--- src/rtl/fact_dispatch.sv ---
`default_nettype none
// ============================================================================
// Module      : fact_dispatch
// Description : Memory-mapped job scheduler. Software pushes factorial
//               operands into a small FIFO; jobs are handed to four
//               factorial units in round-robin order with a one-cycle go
//               pulse, and per-unit busy state is tracked from done pulses.
// Revision    : 1.0 - initial release
// ============================================================================
module fact_dispatch #(
  parameter logic [31:0] BASE_ADDR = 32'h00070000,
  parameter int          DEPTH     = 4,
  parameter int          N_W       = 8
) (
  input  logic           clk,
  input  logic           rst,
  input  logic [31:0]    input_addr,
  input  logic           write_enable,
  input  logic [31:0]    write_data,
  output logic [31:0]    read_data,
  input  logic [3:0]     done,
  output logic [3:0]     unit_go,
  output logic [N_W-1:0] unit_n,
  output logic           all_idle
);

  localparam int PW = (DEPTH > 1) ? $clog2(DEPTH) : 1;
  localparam int CW = PW + 1;
  localparam logic [CW-1:0] FULL_COUNT = CW'(DEPTH);

  typedef enum logic [1:0] {
    S_IDLE  = 2'd0,
    S_ISSUE = 2'd1,
    S_GAP   = 2'd2
  } state_t;

  state_t           state_q, state_d;
  logic [N_W-1:0]   mem_q [DEPTH];
  logic [N_W-1:0]   mem_d [DEPTH];
  logic [PW-1:0]    wr_ptr_q, wr_ptr_d;
  logic [PW-1:0]    rd_ptr_q, rd_ptr_d;
  logic [CW-1:0]    count_q, count_d;
  logic [3:0]       busy_q, busy_d;
  logic [1:0]       rr_ptr_q, rr_ptr_d;
  logic             overflow_q, overflow_d;
  logic             spurious_q, spurious_d;
  logic [1:0]       last_unit_q, last_unit_d;
  logic [N_W-1:0]   last_n_q, last_n_d;
  logic [3:0]       unit_go_q, unit_go_d;
  logic [N_W-1:0]   unit_n_q, unit_n_d;

  logic             win_hit;
  logic [1:0]       offset;
  logic             push_req;
  logic             ctrl_wr;
  logic             queue_full;
  logic             do_push;
  logic             do_flush;
  logic             sel_found;
  logic [1:0]       sel_idx;
  logic [1:0]       cand;
  logic             dispatch;
  logic [3:0]       spur_hits;
  logic [3:0]       count_ext;

  // Only the upper address bits and the low data bits carry meaning here.
  logic unused_ok;
  assign unused_ok = &{1'b0, input_addr[1:0], write_data[31:N_W]};

  // Bus decode of the 16-byte register window.
  assign win_hit    = (input_addr[31:4] == BASE_ADDR[31:4]);
  assign offset     = input_addr[3:2];
  assign push_req   = write_enable & win_hit & (offset == 2'd0);
  assign ctrl_wr    = write_enable & win_hit & (offset == 2'd3);
  assign queue_full = (count_q == FULL_COUNT);
  assign do_flush   = ctrl_wr & write_data[1];
  assign do_push    = push_req & ~queue_full & ~do_flush;
  assign spur_hits  = done & ~busy_q;
  assign count_ext  = 4'(count_q);

  // Round-robin search for the first free unit starting at rr_ptr.
  always_comb begin
    sel_found = 1'b0;
    sel_idx   = rr_ptr_q;
    cand      = rr_ptr_q;
    for (int k = 0; k < 4; k++) begin
      cand = rr_ptr_q + 2'(k);
      if (!sel_found && !busy_q[cand]) begin
        sel_found = 1'b1;
        sel_idx   = cand;
      end
    end
  end

  assign dispatch = (state_q == S_IDLE) && (count_q != '0) && sel_found;

  // Next-state logic for the FSM, queue, busy tracking and status flags.
  always_comb begin
    state_d     = state_q;
    mem_d       = mem_q;
    wr_ptr_d    = wr_ptr_q;
    rd_ptr_d    = rd_ptr_q;
    count_d     = count_q;
    busy_d      = busy_q & ~done;
    rr_ptr_d    = rr_ptr_q;
    overflow_d  = overflow_q;
    spurious_d  = spurious_q;
    last_unit_d = last_unit_q;
    last_n_d    = last_n_q;
    unit_go_d   = 4'b0000;
    unit_n_d    = unit_n_q;

    // Clearing first so an event in the same cycle still leaves its flag set.
    if (ctrl_wr && write_data[0]) begin
      overflow_d = 1'b0;
      spurious_d = 1'b0;
    end
    if (|spur_hits) begin
      spurious_d = 1'b1;
    end
    if (push_req && queue_full) begin
      overflow_d = 1'b1;
    end

    case (state_q)
      S_IDLE: begin
        if (dispatch) begin
          state_d          = S_ISSUE;
          unit_go_d        = 4'b0001 << sel_idx;
          unit_n_d         = mem_q[rd_ptr_q];
          busy_d[sel_idx]  = 1'b1;
          rr_ptr_d         = sel_idx + 2'd1;
          last_unit_d      = sel_idx;
          last_n_d         = mem_q[rd_ptr_q];
        end
      end
      S_ISSUE: state_d = S_GAP;
      S_GAP:   state_d = S_IDLE;
      default: state_d = S_IDLE;
    endcase

    if (do_push) begin
      mem_d[wr_ptr_q] = write_data[N_W-1:0];
      wr_ptr_d        = wr_ptr_q + PW'(1);
    end
    if (dispatch) begin
      rd_ptr_d = rd_ptr_q + PW'(1);
    end
    case ({do_push, dispatch})
      2'b10:   count_d = count_q + CW'(1);
      2'b01:   count_d = count_q - CW'(1);
      default: count_d = count_q;
    endcase

    // Flush drops queued jobs only; a job already selected still goes out.
    if (do_flush) begin
      count_d  = '0;
      wr_ptr_d = '0;
      rd_ptr_d = '0;
    end
  end

  // State registers with asynchronous clear.
  always_ff @(posedge clk or posedge rst) begin
    if (rst) begin
      state_q     <= S_IDLE;
      for (int i = 0; i < DEPTH; i++) begin
        mem_q[i] <= '0;
      end
      wr_ptr_q    <= '0;
      rd_ptr_q    <= '0;
      count_q     <= '0;
      busy_q      <= '0;
      rr_ptr_q    <= '0;
      overflow_q  <= 1'b0;
      spurious_q  <= 1'b0;
      last_unit_q <= '0;
      last_n_q    <= '0;
      unit_go_q   <= '0;
      unit_n_q    <= '0;
    end else begin
      state_q     <= state_d;
      mem_q       <= mem_d;
      wr_ptr_q    <= wr_ptr_d;
      rd_ptr_q    <= rd_ptr_d;
      count_q     <= count_d;
      busy_q      <= busy_d;
      rr_ptr_q    <= rr_ptr_d;
      overflow_q  <= overflow_d;
      spurious_q  <= spurious_d;
      last_unit_q <= last_unit_d;
      last_n_q    <= last_n_d;
      unit_go_q   <= unit_go_d;
      unit_n_q    <= unit_n_d;
    end
  end

  assign unit_go  = unit_go_q;
  assign unit_n   = unit_n_q;
  assign all_idle = (count_q == '0) && (busy_q == 4'b0000) && (state_q == S_IDLE);

  // Combinational register read; zero outside the window.
  always_comb begin
    read_data = 32'h0;
    if (win_hit) begin
      case (offset)
        2'd1: begin
          read_data[3:0]   = busy_q;
          read_data[7:4]   = count_ext;
          read_data[8]     = overflow_q;
          read_data[9]     = spurious_q;
          read_data[10]    = all_idle;
          read_data[13:12] = rr_ptr_q;
        end
        2'd2: begin
          read_data[1:0]     = last_unit_q;
          read_data[N_W+7:8] = last_n_q;
        end
        default: read_data = 32'h0;
      endcase
    end
  end

endmodule
`default_nettype wire

--- config.mk ---
export PLATFORM = sky130hd
export DESIGN_NAME = fact_dispatch
export DESIGN_NICKNAME = d
export VERILOG_FILES = /design/src/rtl/fact_dispatch.sv
export SDC_FILE = /design/constraint.sdc
export NUM_CORES = 1
export LEC_CHECK = 0
export ABC_AREA = 1
export ABC_CLOCK_PERIOD_IN_PS = 4630
export BUFFER_PORTS_ARGS = -buffer_cell sky130_fd_sc_hd__buf_2
export CAP_MARGIN = 20
export CORE_ASPECT_RATIO = 1.4
export CORE_MARGIN = 1
export CORE_UTILIZATION = 40
export CTS_BUF_LIST = sky130_fd_sc_hd__clkbuf_8
export DETAILED_ROUTE_END_ITERATION = 16
export GPL_ROUTABILITY_DRIVEN = 1
export MAX_ROUTING_LAYER = met4
export PLACE_DENSITY = 0.66
export SLEW_MARGIN = 20
export SYNTH_ARGS = -nofsm -noshare
export SYNTH_HDL_FRONTEND = slang
export SYNTH_SLANG_ARGS = --single-unit
--- constraint.sdc ---
create_clock -name clk -period 4.63 [get_ports clk]
set_input_delay 0.926 -clock clk [delete_from_list [all_inputs] [get_ports clk]]
set_output_delay 0.926 -clock clk [all_outputs]
set_load 0.02 [all_outputs]
==> results of run 1 <==
==> placed cells by master, fill, tap and decap left out, types with 2 or more instances in the layout <==
cell         n
nand2_1    102
buf_2       72
nor2_1      65
dfrtp_1     63
inv_1       39
o21ai_1     34
o21ai_0     31
conb_1      17
ha_1        12
clkbuf_8    11
a21oi_1     10
nand3_1      8
nor3_1       7
a31oi_1      7
nand2_2      5
o22ai_1      5
nand2_4      4
inv_2        3
o21ai_2      3
nor2_4       2
nand4_1      2
bufinv_16    2
==> per-layer routing <==
metal	up-vias	track usage	share of wire
met2	79	0.327	0.52
met1	1417	0.231	0.43
met5	-	-	0
li1	1543	-	-
met3	10	0.0274	0.039
met4	0	0.0988	0.016
==> layout make-up <==
cell class,instances,area [um^2],area share
clock inverter,5,72.6,0.0177
timing repair buffer,73,368,0.0899
tap,105,131,0.0321
clock buffer,11,151,0.0370
inverter,42,163,0.0398
sequential,63,1580,0.385
multi-input combinational,326,1630,0.398
==> flip-flops by register name (all words and copies together) (netlist names) <==
register,count
count_q,3
last_unit_q,2
wr_ptr_q,2
busy_q,4
unit_go,4
mem_q,32
unit_n,8
spurious_q,1
state_q,2
overflow_q,1
rd_ptr_q,2
rr_ptr_q,2
==> cells by family (layout without fill, tap and decap cells) <==
logic type,Yosys count,after routing,synth area share
simple gates,201,201,0.245
fa+ha+maj,13,13,0.0482
other cells,1,17,0.00106
xor+xnor,2,2,0.00709
buf+inv,73,131,0.109
compound gates,93,93,0.143
flops,63,63,0.447
==> critical path: cells and delay by family <==
family	cells	cell delay, ns
and+or+nand+nor	6	0.74
buffers and inverters	2	0.28
AOI/OAI and AO/OA	1	0.21
==> where the power goes <==
group	internal, W	switching [W]
registers	0.000660	0.000132
logic	0.000309	0.000608
clock network	0.000328	0.000202
total	0.00130	0.000942
==> final timing paths <==
kind,end,start
worst max-delay path,read_data[9],input_addr[25]
worst min-delay path,state_q[1]$_DFFE_PP0P_,state_q[1]$_DFFE_PP0P_
worst max register to register,count_q[2]$_DFFE_PP0P_,rr_ptr_q[0]$_DFFE_PP0P_
worst min register to register,state_q[1]$_DFFE_PP0P_,state_q[1]$_DFFE_PP0P_
max in group asynchronous,unit_n[1]$_DFFE_PP0P_,rst
min in group asynchronous,last_unit_q[1]$_DFFE_PP0P_,rst
==> per-stage QoR <==
step | cell area, um^2 | setup WS (ns) | utilization | instances
floorplan | 3590 | 1.73 | - | 462
global placement | 3870 | 1.56 | 0.452 | 609
detailed placement | 3870 | 1.53 | 0.452 | 609
CTS | 4090 | 1.54 | 0.478 | 625
global route | 4090 | 1.34 | 0.478 | 625
finish | 4090 | 1.55 | 0.478 | 625
==> impl_metrics.json, run 1 <==
{
  "status": "complete, no violations",
  "core_area_um2": 8560,
  "drc": 0,
  "clk_path_buf_depth": 2,
  "max-vdd-ir-drop_mv": 0.263,
  "path_clk_slew_ns": 0.06,
  "synth_top_cell_by_area": "dfrtp_1",
  "start_kind": "primary input",
  "fin_crit_ns": 3.08,
  "finalPower_w": 0.00224,
  "io_buffers": 72,
  "path_max_fanout": 7,
  "grt_pass1_wl_um": 13400,
  "hpwl_um": 5900,
  "maxCapViolCount": 0,
  "power_density_nw_per_um2": 547,
  "syn_area_um2": 3530,
  "synth_edf_count": 0,
  "wire_per_inst_um": 12.7,
  "num_vias": 3049,
  "post-route-period-util": 0.665,
  "synth.area.top_cells": "dfrtp_1, nand2_1, nor2_1",
  "die_area_um2": 9210,
  "rr_worst_depth": 15,
  "layout-drive-gt1-share": 0.212,
  "via_per_inst": 4.88,
  "die_y_um": 113,
  "post-cts-setup-buffers": 0,
  "maxSlewViolCount": 0,
  "grt_overflow": 0,
  "synthCells": 446,
  "hold_ws_ns": 0.422,
  "synth.distinct_cells": 38,
  "fmax_mhz": 325,
  "max_stage_delay_ns": 0.25,
  "hold_class": "register to register",
  "crit_top_cell": "nand2_1",
  "cts_buffers": 9,
  "start_util": 0.412,
  "drt-pass1-iter-count": 4,
  "hold-path-cell-count": 1,
  "worstPathCellList": "buf_2 > nor2_1 > nand2_1 > nor2_1 > nand2_1 > nor2_4 > nand2_1 > a21oi_1 > buf_2",
  "rsz0062_at_grt": "false",
  "crit_arrival_ns": 2.15,
  "crit_slowest_cell": "nand2_1",
  "crit_type": "primary input to output pin",
  "p_leak_nw": 2.14,
  "grt_use_total": 0.198,
  "post-synth-top-count-cell": "nand2_1",
  "antenna_found_initial": 0,
  "post_cts_resized": 0,
  "worst_pin_slew_ns": 0.605,
  "setup_tns_ns": 0,
  "skew_ns": 0.00623,
  "nets": 599,
  "grt_max_degree": 40,
  "yosysWarnings": 0,
  "htreeDepth": 3,
  "gp_congestion": 0.912,
  "diodes": 0,
  "ys.flop_type": "dfrtp_1",
  "ys_ff_latch": 63,
  "final_antenna_net_count": 0,
  "grt_pass1_vias": 2871,
  "drt_iter0_markers": 151,
  "yosysSeqAreaShare": 0.447,
  "clock_latency_ns": 0.34,
  "setup_viol": 0,
  "cts_sinks": 63,
  "synth_top_area_frac": 0.447,
  "syn_avg_cell_area_um2": 7.91,
  "ctsHoldBuffers": 0,
  "io_pins": 116,
  "synthTopCellsByCount": "nand2_1, nor2_1, dfrtp_1",
  "fill_cells": 862,
  "rows": 40,
  "worstSetupEndpointType": "output pin",
  "async_flop_share": 1.00,
  "wirelength_um": 7960,
  "hold_viol": 0,
  "cts_tree": "yes",
  "r2r_slack_ns": 1.69,
  "syn_to_final_growth_pct": 15.9,
  "worst_ep_required_time_ns": 3.70,
  "root_buffer": "clkbuf_8",
  "die_w_um": 81.4,
  "slew_headroom": 0.597
}
(Power assumes the default switching activity.)
==> inputs of run 2 (changes only) <==
--- a/config.mk
+++ b/config.mk
@@ -5,8 +5,8 @@
 export SDC_FILE = /design/constraint.sdc
 export NUM_CORES = 1
 export LEC_CHECK = 0
-export ABC_AREA = 1
-export ABC_CLOCK_PERIOD_IN_PS = 4630
+export ABC_AREA = 0
+export ABC_CLOCK_PERIOD_IN_PS = 2700
 export BUFFER_PORTS_ARGS = -buffer_cell sky130_fd_sc_hd__buf_2
 export CAP_MARGIN = 20
 export CORE_ASPECT_RATIO = 1.4
@@ -16,7 +16,7 @@
 export DETAILED_ROUTE_END_ITERATION = 16
 export GPL_ROUTABILITY_DRIVEN = 1
 export MAX_ROUTING_LAYER = met4
-export PLACE_DENSITY = 0.66
+export PLACE_DENSITY = 0.68
 export SLEW_MARGIN = 20
 export SYNTH_ARGS = -nofsm -noshare
 export SYNTH_HDL_FRONTEND = slang
==> constraint.sdc (replaced) <==
create_clock -name clk -period 2.7 [get_ports clk]
set_input_delay 0.54 -clock clk [delete_from_list [all_inputs] [get_ports clk]]
set_output_delay 0.54 -clock clk [all_outputs]
set_load 0.02 [all_outputs]
==> impl_metrics.json, run 2 <==
{
  "yosysWarnings": 0,
  "final_antenna_net_count": 0,
  "synthTopCellsByCount": "dfrtp_1, nand2_1, mux2_4",
  "synth_xor_area_frac": 0.00733,
  "fill_cells": 809,
  "synth_top_area_frac": 0.440,
  "die_w_um": 82.0,
  "wl_met1_um": 3340,
  "dr_wl_met3_um": 337,
  "drt_iter0_markers": 108,
  "synth.distinct_cells": 49,
  "hold_viol": 0,
  "synth_top_family_by_area": "multiplexers",
  "async_flop_share": 1.00,
  "final_common_cell": "buf_2",
  "syn_avg_cell_area_um2": 11.5,
  "gp_congestion": 0.791,
  "rows": 40,
  "worst_pin_slew_ns": 0.592,
  "finish.utilization": 0.485,
  "synthSimpleGateAreaFrac": 0.170,
  "wire_per_inst_um": 15.5,
  "synth_compound_area_frac": 0.0713,
  "num_vias": 2572,
  "hold_ws_ns": 0.250,
  "slew_headroom": 0.602,
  "synthCells": 311,
  "layout-drive-gt1-share": 0.390,
  "post-route-period-util": 0.927,
  "grt_use_total": 0.188,
  "post_cts_resized": 0,
  "hold_class": "primary input to async pin",
  "dr.max_layer_used": "met4",
  "die_y_um": 114,
  "htreeDepth": 3,
  "p_seq_frac": 0.436,
  "rr_worst_depth": 9,
  "wirelength_um": 7680,
  "setup_tns_ns": 0,
  "regArea_um2": 1580,
  "start_kind": "primary input",
  "grt_pass1_vias": 2573,
  "yosysSeqAreaShare": 0.440,
  "synth_top_cell_by_area": "dfrtp_1",
  "cts_buffers": 9,
  "p_int_w": 0.00184,
  "ys_ff_latch": 63,
  "antenna_found_initial": 0,
  "fmax_mhz": 399,
  "setup_viol": 0,
  "sw_frac_of_total": 0.377,
  "skew_ns": 0.00791,
  "wl_met2_um": 3970,
  "p_clk_frac": 0.253,
  "grt_pass1_wl_um": 12700,
  "syn_area_um2": 3580,
  "p_leak_nw": 2.23,
  "maxSlewViolCount": 0,
  "drt-pass1-iter-count": 5,
  "muxShareOfSynthArea": 0.190,
  "maxCapViolCount": 0,
  "status": "complete, no violations",
  "io_pins": 116,
  "post-synth-top-count-cell": "dfrtp_1",
  "grt_overflow": 0,
  "hpwl_um": 5600,
  "clock_latency_ns": 0.34,
  "core_area_um2": 8660,
  "crit_arrival_ns": 1.96,
  "die_area_um2": 9340,
  "cts_sinks": 63,
  "io_buffers": 72,
  "fin_crit_ns": 2.50,
  "path_max_fanout": 12,
  "clk_path_buf_depth": 2,
  "syn_to_final_growth_pct": 17.2,
  "crit_type": "primary input to output pin",
  "root_buffer": "clkbuf_8",
  "diodes": 0,
  "regMostFlops": "mem_q",
  "worst_ep_required_time_ns": 2.16,
  "synth_edf_count": 0,
  "p_sw_w": 0.00111,
  "synth.area.top_cells": "dfrtp_1, mux2_4, mux4_2",
  "power_frac_comb": 0.312,
  "nets": 471,
  "grt_max_degree": 64,
  "largest_register_ffs": 32,
  "worstSetupEndpointType": "output pin",
  "layout_common_cells": "buf_2, dfrtp_1, nand2_1",
  "multi_input_comb_area_um2": 1810,
  "rsz0062_at_grt": "false",
  "start_util": 0.414,
  "cts_tree": "yes",
  "max-vdd-ir-drop_mv": 0.366,
  "synthAdderAreaFrac": 0.0475,
  "drc": 0,
  "ctsHoldBuffers": 0,
  "path_clk_slew_ns": 0.07,
  "via_per_inst": 5.18,
  "ys.flop_type": "dfrtp_1",
  "post-cts-setup-buffers": 0,
  "power_density_nw_per_um2": 704
}
run 2: cell types whose count changed after synthesis, moves of 24 or more:
cell / previous run / this run
nor2_1: 65 / 17
inv_1: 38 / 14
o21ai_0: 31 / 4
o21ai_1: 34 / 0
nand2_1: 102 / 37
mux2_4: 0 / 32
run 2: cell families after synthesis:
family | count (synthesis)
flops | 63
buf+inv | 47
simple gates | 105
mux | 42
fa+ha+maj | 13
other cells | 1
xor+xnor | 3
compound gates | 37
run 2: per-layer routing:
metal	global-route usage	up-vias
met1	0.234	1282
met4	0.0690	0
met5	-	-
met3	0.0400	4
met2	0.299	70
li1	-	1216
run 2: through the flow:
stage	instance area, um^2	total power (W)	worst slack, ns	instances
finish	4200	0.00296	0.196	497
global route	4200	0.00317	0.0178	497
floorplan	3640	0.00200	0.183	327
global placement	4010	0.00220	0.111	481
detailed placement	4010	0.00223	0.0338	481
CTS	4200	0.00298	0.135	497
run 2: path summary, 6_finish.rpt:
| path | end | from | slack, ns |
|---|---|---|---|
| setup / recovery | read_data[6] | input_addr[6] | 0.20 |
| hold / removal | unit_n[2]$_DFFE_PP0P_ | rst | 0.25 |
| setup reg to reg | count_q[1]$_DFFE_PP0P_ | count_q[1]$_DFFE_PP0P_ | 0.33 |
| hold reg to reg | state_q[1]$_DFFE_PP0P_ | state_q[1]$_DFFE_PP0P_ | 0.43 |
| max in group asynchronous | rd_ptr_q[1]$_DFFE_PP0P_ | rst | 2.18 |
| min in group clk | state_q[1]$_DFFE_PP0P_ | state_q[1]$_DFFE_PP0P_ | 0.43 |
run 2: layout make-up:
type,instances,share of cell area
Tap cell,105,0.0313
Clock buffer,11,0.0361
Clock inverter,5,0.00775
Multi-Input combinational cell,217,0.431
Inverter,15,0.0134
Sequential cell,63,0.376
Timing Repair Buffer,81,0.105
run 2: worst max-delay path, cell delays in order:
cell and delay (ns):
buf_2 0.10, nor4_2 0.25, nand4_1 0.18, nor2_2 0.26, buf_4 0.27, and3_2 0.20, buf_2 0.16
run 2: power groups by stage:
stage,Clock [W],Sequential [W],Combinational [W]
after global placement,0,0.00131,0.000897
after CTS,0.000768,0.00129,0.000925
after detailed placement,0,0.00131,0.000922
after floorplan,0,0.00120,0.000806
final,0.000748,0.00129,0.000921
after global routing,0.000801,0.00132,0.00104
==> inputs of run 3 (changes only) <==
--- a/config.mk
+++ b/config.mk
@@ -5,7 +5,7 @@
 export SDC_FILE = /design/constraint.sdc
 export NUM_CORES = 1
 export LEC_CHECK = 0
-export ABC_AREA = 0
+export ABC_AREA = 1
 export ABC_CLOCK_PERIOD_IN_PS = 2700
 export BUFFER_PORTS_ARGS = -buffer_cell sky130_fd_sc_hd__buf_2
 export CAP_MARGIN = 20
==> impl_metrics.json, run 3 (same netlist as run 1, synthesis figures left out) <==
{
  "hold_class": "primary input to async pin",
  "core_area_um2": 8560,
  "worst_pin_slew_ns": 0.556,
  "fill_cells": 854,
  "clock_latency_ns": 0.34,
  "regMostFlops": "mem_q",
  "path_clk_slew_ns": 0.08,
  "maxSlewViolCount": 0,
  "layout-drive-gt1-share": 0.223,
  "worst_ep_required_time_ns": 2.97,
  "final_common_cell": "nand2_1",
  "io_pins": 116,
  "largest_register_ffs": 32,
  "wirelength_um": 8060,
  "rr_worst_depth": 16,
  "crit_arrival_ns": 2.77,
  "globalRouteMet3Util": 0.0435,
  "grt_pass1_wl_um": 13100,
  "num_vias": 3051,
  "start_util": 0.412,
  "stdcell_area_um2": 4110,
  "p_leak_nw": 2.14,
  "die_y_um": 113,
  "hold_viol": 0,
  "die_area_um2": 9210,
  "grt_pass1_vias": 2900,
  "fin_crit_ns": 2.51,
  "regArea_um2": 1580,
  "cts_sinks": 63,
  "rows": 40,
  "power_density_nw_per_um2": 935,
  "setup_tns_ns": 0,
  "gp_congestion": 0.808,
  "ctsHoldBuffers": 0,
  "multi_input_comb_area_um2": 1630,
  "start_kind": "register",
  "grt_overflow": 0,
  "met2_usage": 0.342,
  "grt_max_degree": 29,
  "dp_cells": 613,
  "cts_buffers": 9,
  "max-vdd-ir-drop_mv": 0.437,
  "via_per_inst": 4.85,
  "status": "complete, no violations",
  "crit_type": "register to register",
  "grt.met1_usage": 0.210,
  "setup_viol": 0,
  "dpl_cell_area_um2": 3900,
  "drt-pass1-iter-count": 4,
  "cts_tree": "yes",
  "reg2reg_to": "count_q[2]$_DFFE_PP0P_",
  "finish.utilization": 0.480,
  "path_max_fanout": 14,
  "slew_headroom": 0.629,
  "max_stage_delay_ns": 0.50,
  "drc": 0,
  "maxCapViolCount": 0,
  "crit_slowest_cell": "dfrtp_2",
  "reg2reg_from": "rr_ptr_q[0]$_DFFE_PP0P_",
  "skew_ns": 0.0143,
  "post-cts-setup-buffers": 0,
  "wire_per_inst_um": 12.8,
  "io_buffers": 72,
  "nets": 603,
  "clk_path_buf_depth": 2,
  "layout_common_cells": "nand2_1, buf_2, nor2_1",
  "post-route-period-util": 0.929,
  "die_w_um": 81.4,
  "crit_top_cell": "nand2_1",
  "rsz0062_at_grt": "false",
  "syn_to_final_growth_pct": 16.5,
  "grt_busiest_layer": "met2",
  "worstSetupEndpointType": "register",
  "htreeDepth": 3,
  "r2r_slack_ns": 0.19,
  "finalNonFillerCells": 629,
  "grt_use_total": 0.193,
  "hpwl_um": 6040,
  "finalPower_w": 0.00384,
  "worstPathCellList": "inv_1 > nand2_1 > nand2_1 > nand2_1 > nand2_1 > nand4_1 > nand2_2 > inv_2 > nand2_2 > inv_1 > fa_1 > xnor2_1 > inv_1 > nand2_1 > nand2_1 > a21oi_1",
  "root_buffer": "clkbuf_8",
  "final_antenna_net_count": 0,
  "diodes": 0,
  "drt_iter0_markers": 258,
  "fmax_mhz": 399,
  "antenna_found_initial": 0
}
## run 3: changes by cell type in the layout (fill, tap and decap cells not counted), sizes merged, moves of 8 or more
| cell | previous run | this run |
|---|---|---|
| o21ai | 4 | 68 |
| mux4 | 8 | 0 |
| inv | 15 | 41 |
| and3 | 9 | 0 |
| nor2 | 19 | 68 |
| mux2 | 32 | 0 |
| a22oi | 8 | 0 |
| nand2 | 37 | 111 |
| nor4 | 8 | 0 |
## run 3: layout make-up
class | instances | share of cell area
sequential | 63 | 0.384
tap | 105 | 0.0320
clock inverter | 7 | 0.0213
timing repair buffer | 77 | 0.0968
multi-input combinational | 326 | 0.396
clock buffer | 9 | 0.0301
inverter | 42 | 0.0396
## run 3: repair_timing
item                                    CTS  global route
gates resized for setup                   0             2
hold endpoints to repair                  0             0
endpoints found under the setup margin    0             1
## run 3: worst max-delay path: cells and delay by family, from the launching register on
family | cells | cell delay, ns
and+or+nand+nor | 9 | 0.86
DFF | 1 | 0.50
adders and majority gates | 1 | 0.38
buffers and inverters | 4 | 0.34
xor gates and xnor gates | 1 | 0.20
AOI/OAI and AO/OA | 1 | 0.14
## run 3: power breakdown
part	switching, W	total (W)	leakage, nW	internal [W]
clock network	0.000367	0.000880	0.109	0.000513
logic	0.00107	0.00164	1.21	0.000568
registers	0.000188	0.00132	0.821	0.00113
total	0.00163	0.00384	2.14	0.00221
## run 3: how the worst max path moves through the flow
stage / from / to / slack (ns)
after floorplan: input_addr[27] / count_q[2]$_DFFE_PP0P_ / 0.39
after global placement: input_addr[27] / count_q[2]$_DFFE_PP0P_ / 0.17
after detailed placement: input_addr[27] / count_q[2]$_DFFE_PP0P_ / 0.07
after CTS: rr_ptr_q[0]$_DFFE_PP0P_ / count_q[2]$_DFFE_PP0P_ / 0.13
after global routing: rr_ptr_q[0]$_DFFE_PP0P_ / count_q[2]$_DFFE_PP0P_ / 0.001
final: rr_ptr_q[0]$_DFFE_PP0P_ / count_q[2]$_DFFE_PP0P_ / 0.19
## run 3: stage by stage
stage | hold WS, ns | worst slack (ns)
final | 0.245 | 0.192
after global placement | 0.409 | 0.168
after detailed placement | 0.419 | 0.0677
after global routing | 0.270 | 0.00141
after CTS | 0.251 | 0.130
after floorplan | 0.401 | 0.394
## run 3: routing by layer
layer | up-vias | wire (um)
met5 | - | 0
met4 | 0 | 83
met3 | 8 | 430
met2 | 90 | 4240
met1 | 1411 | 3300
li1 | 1542 | -
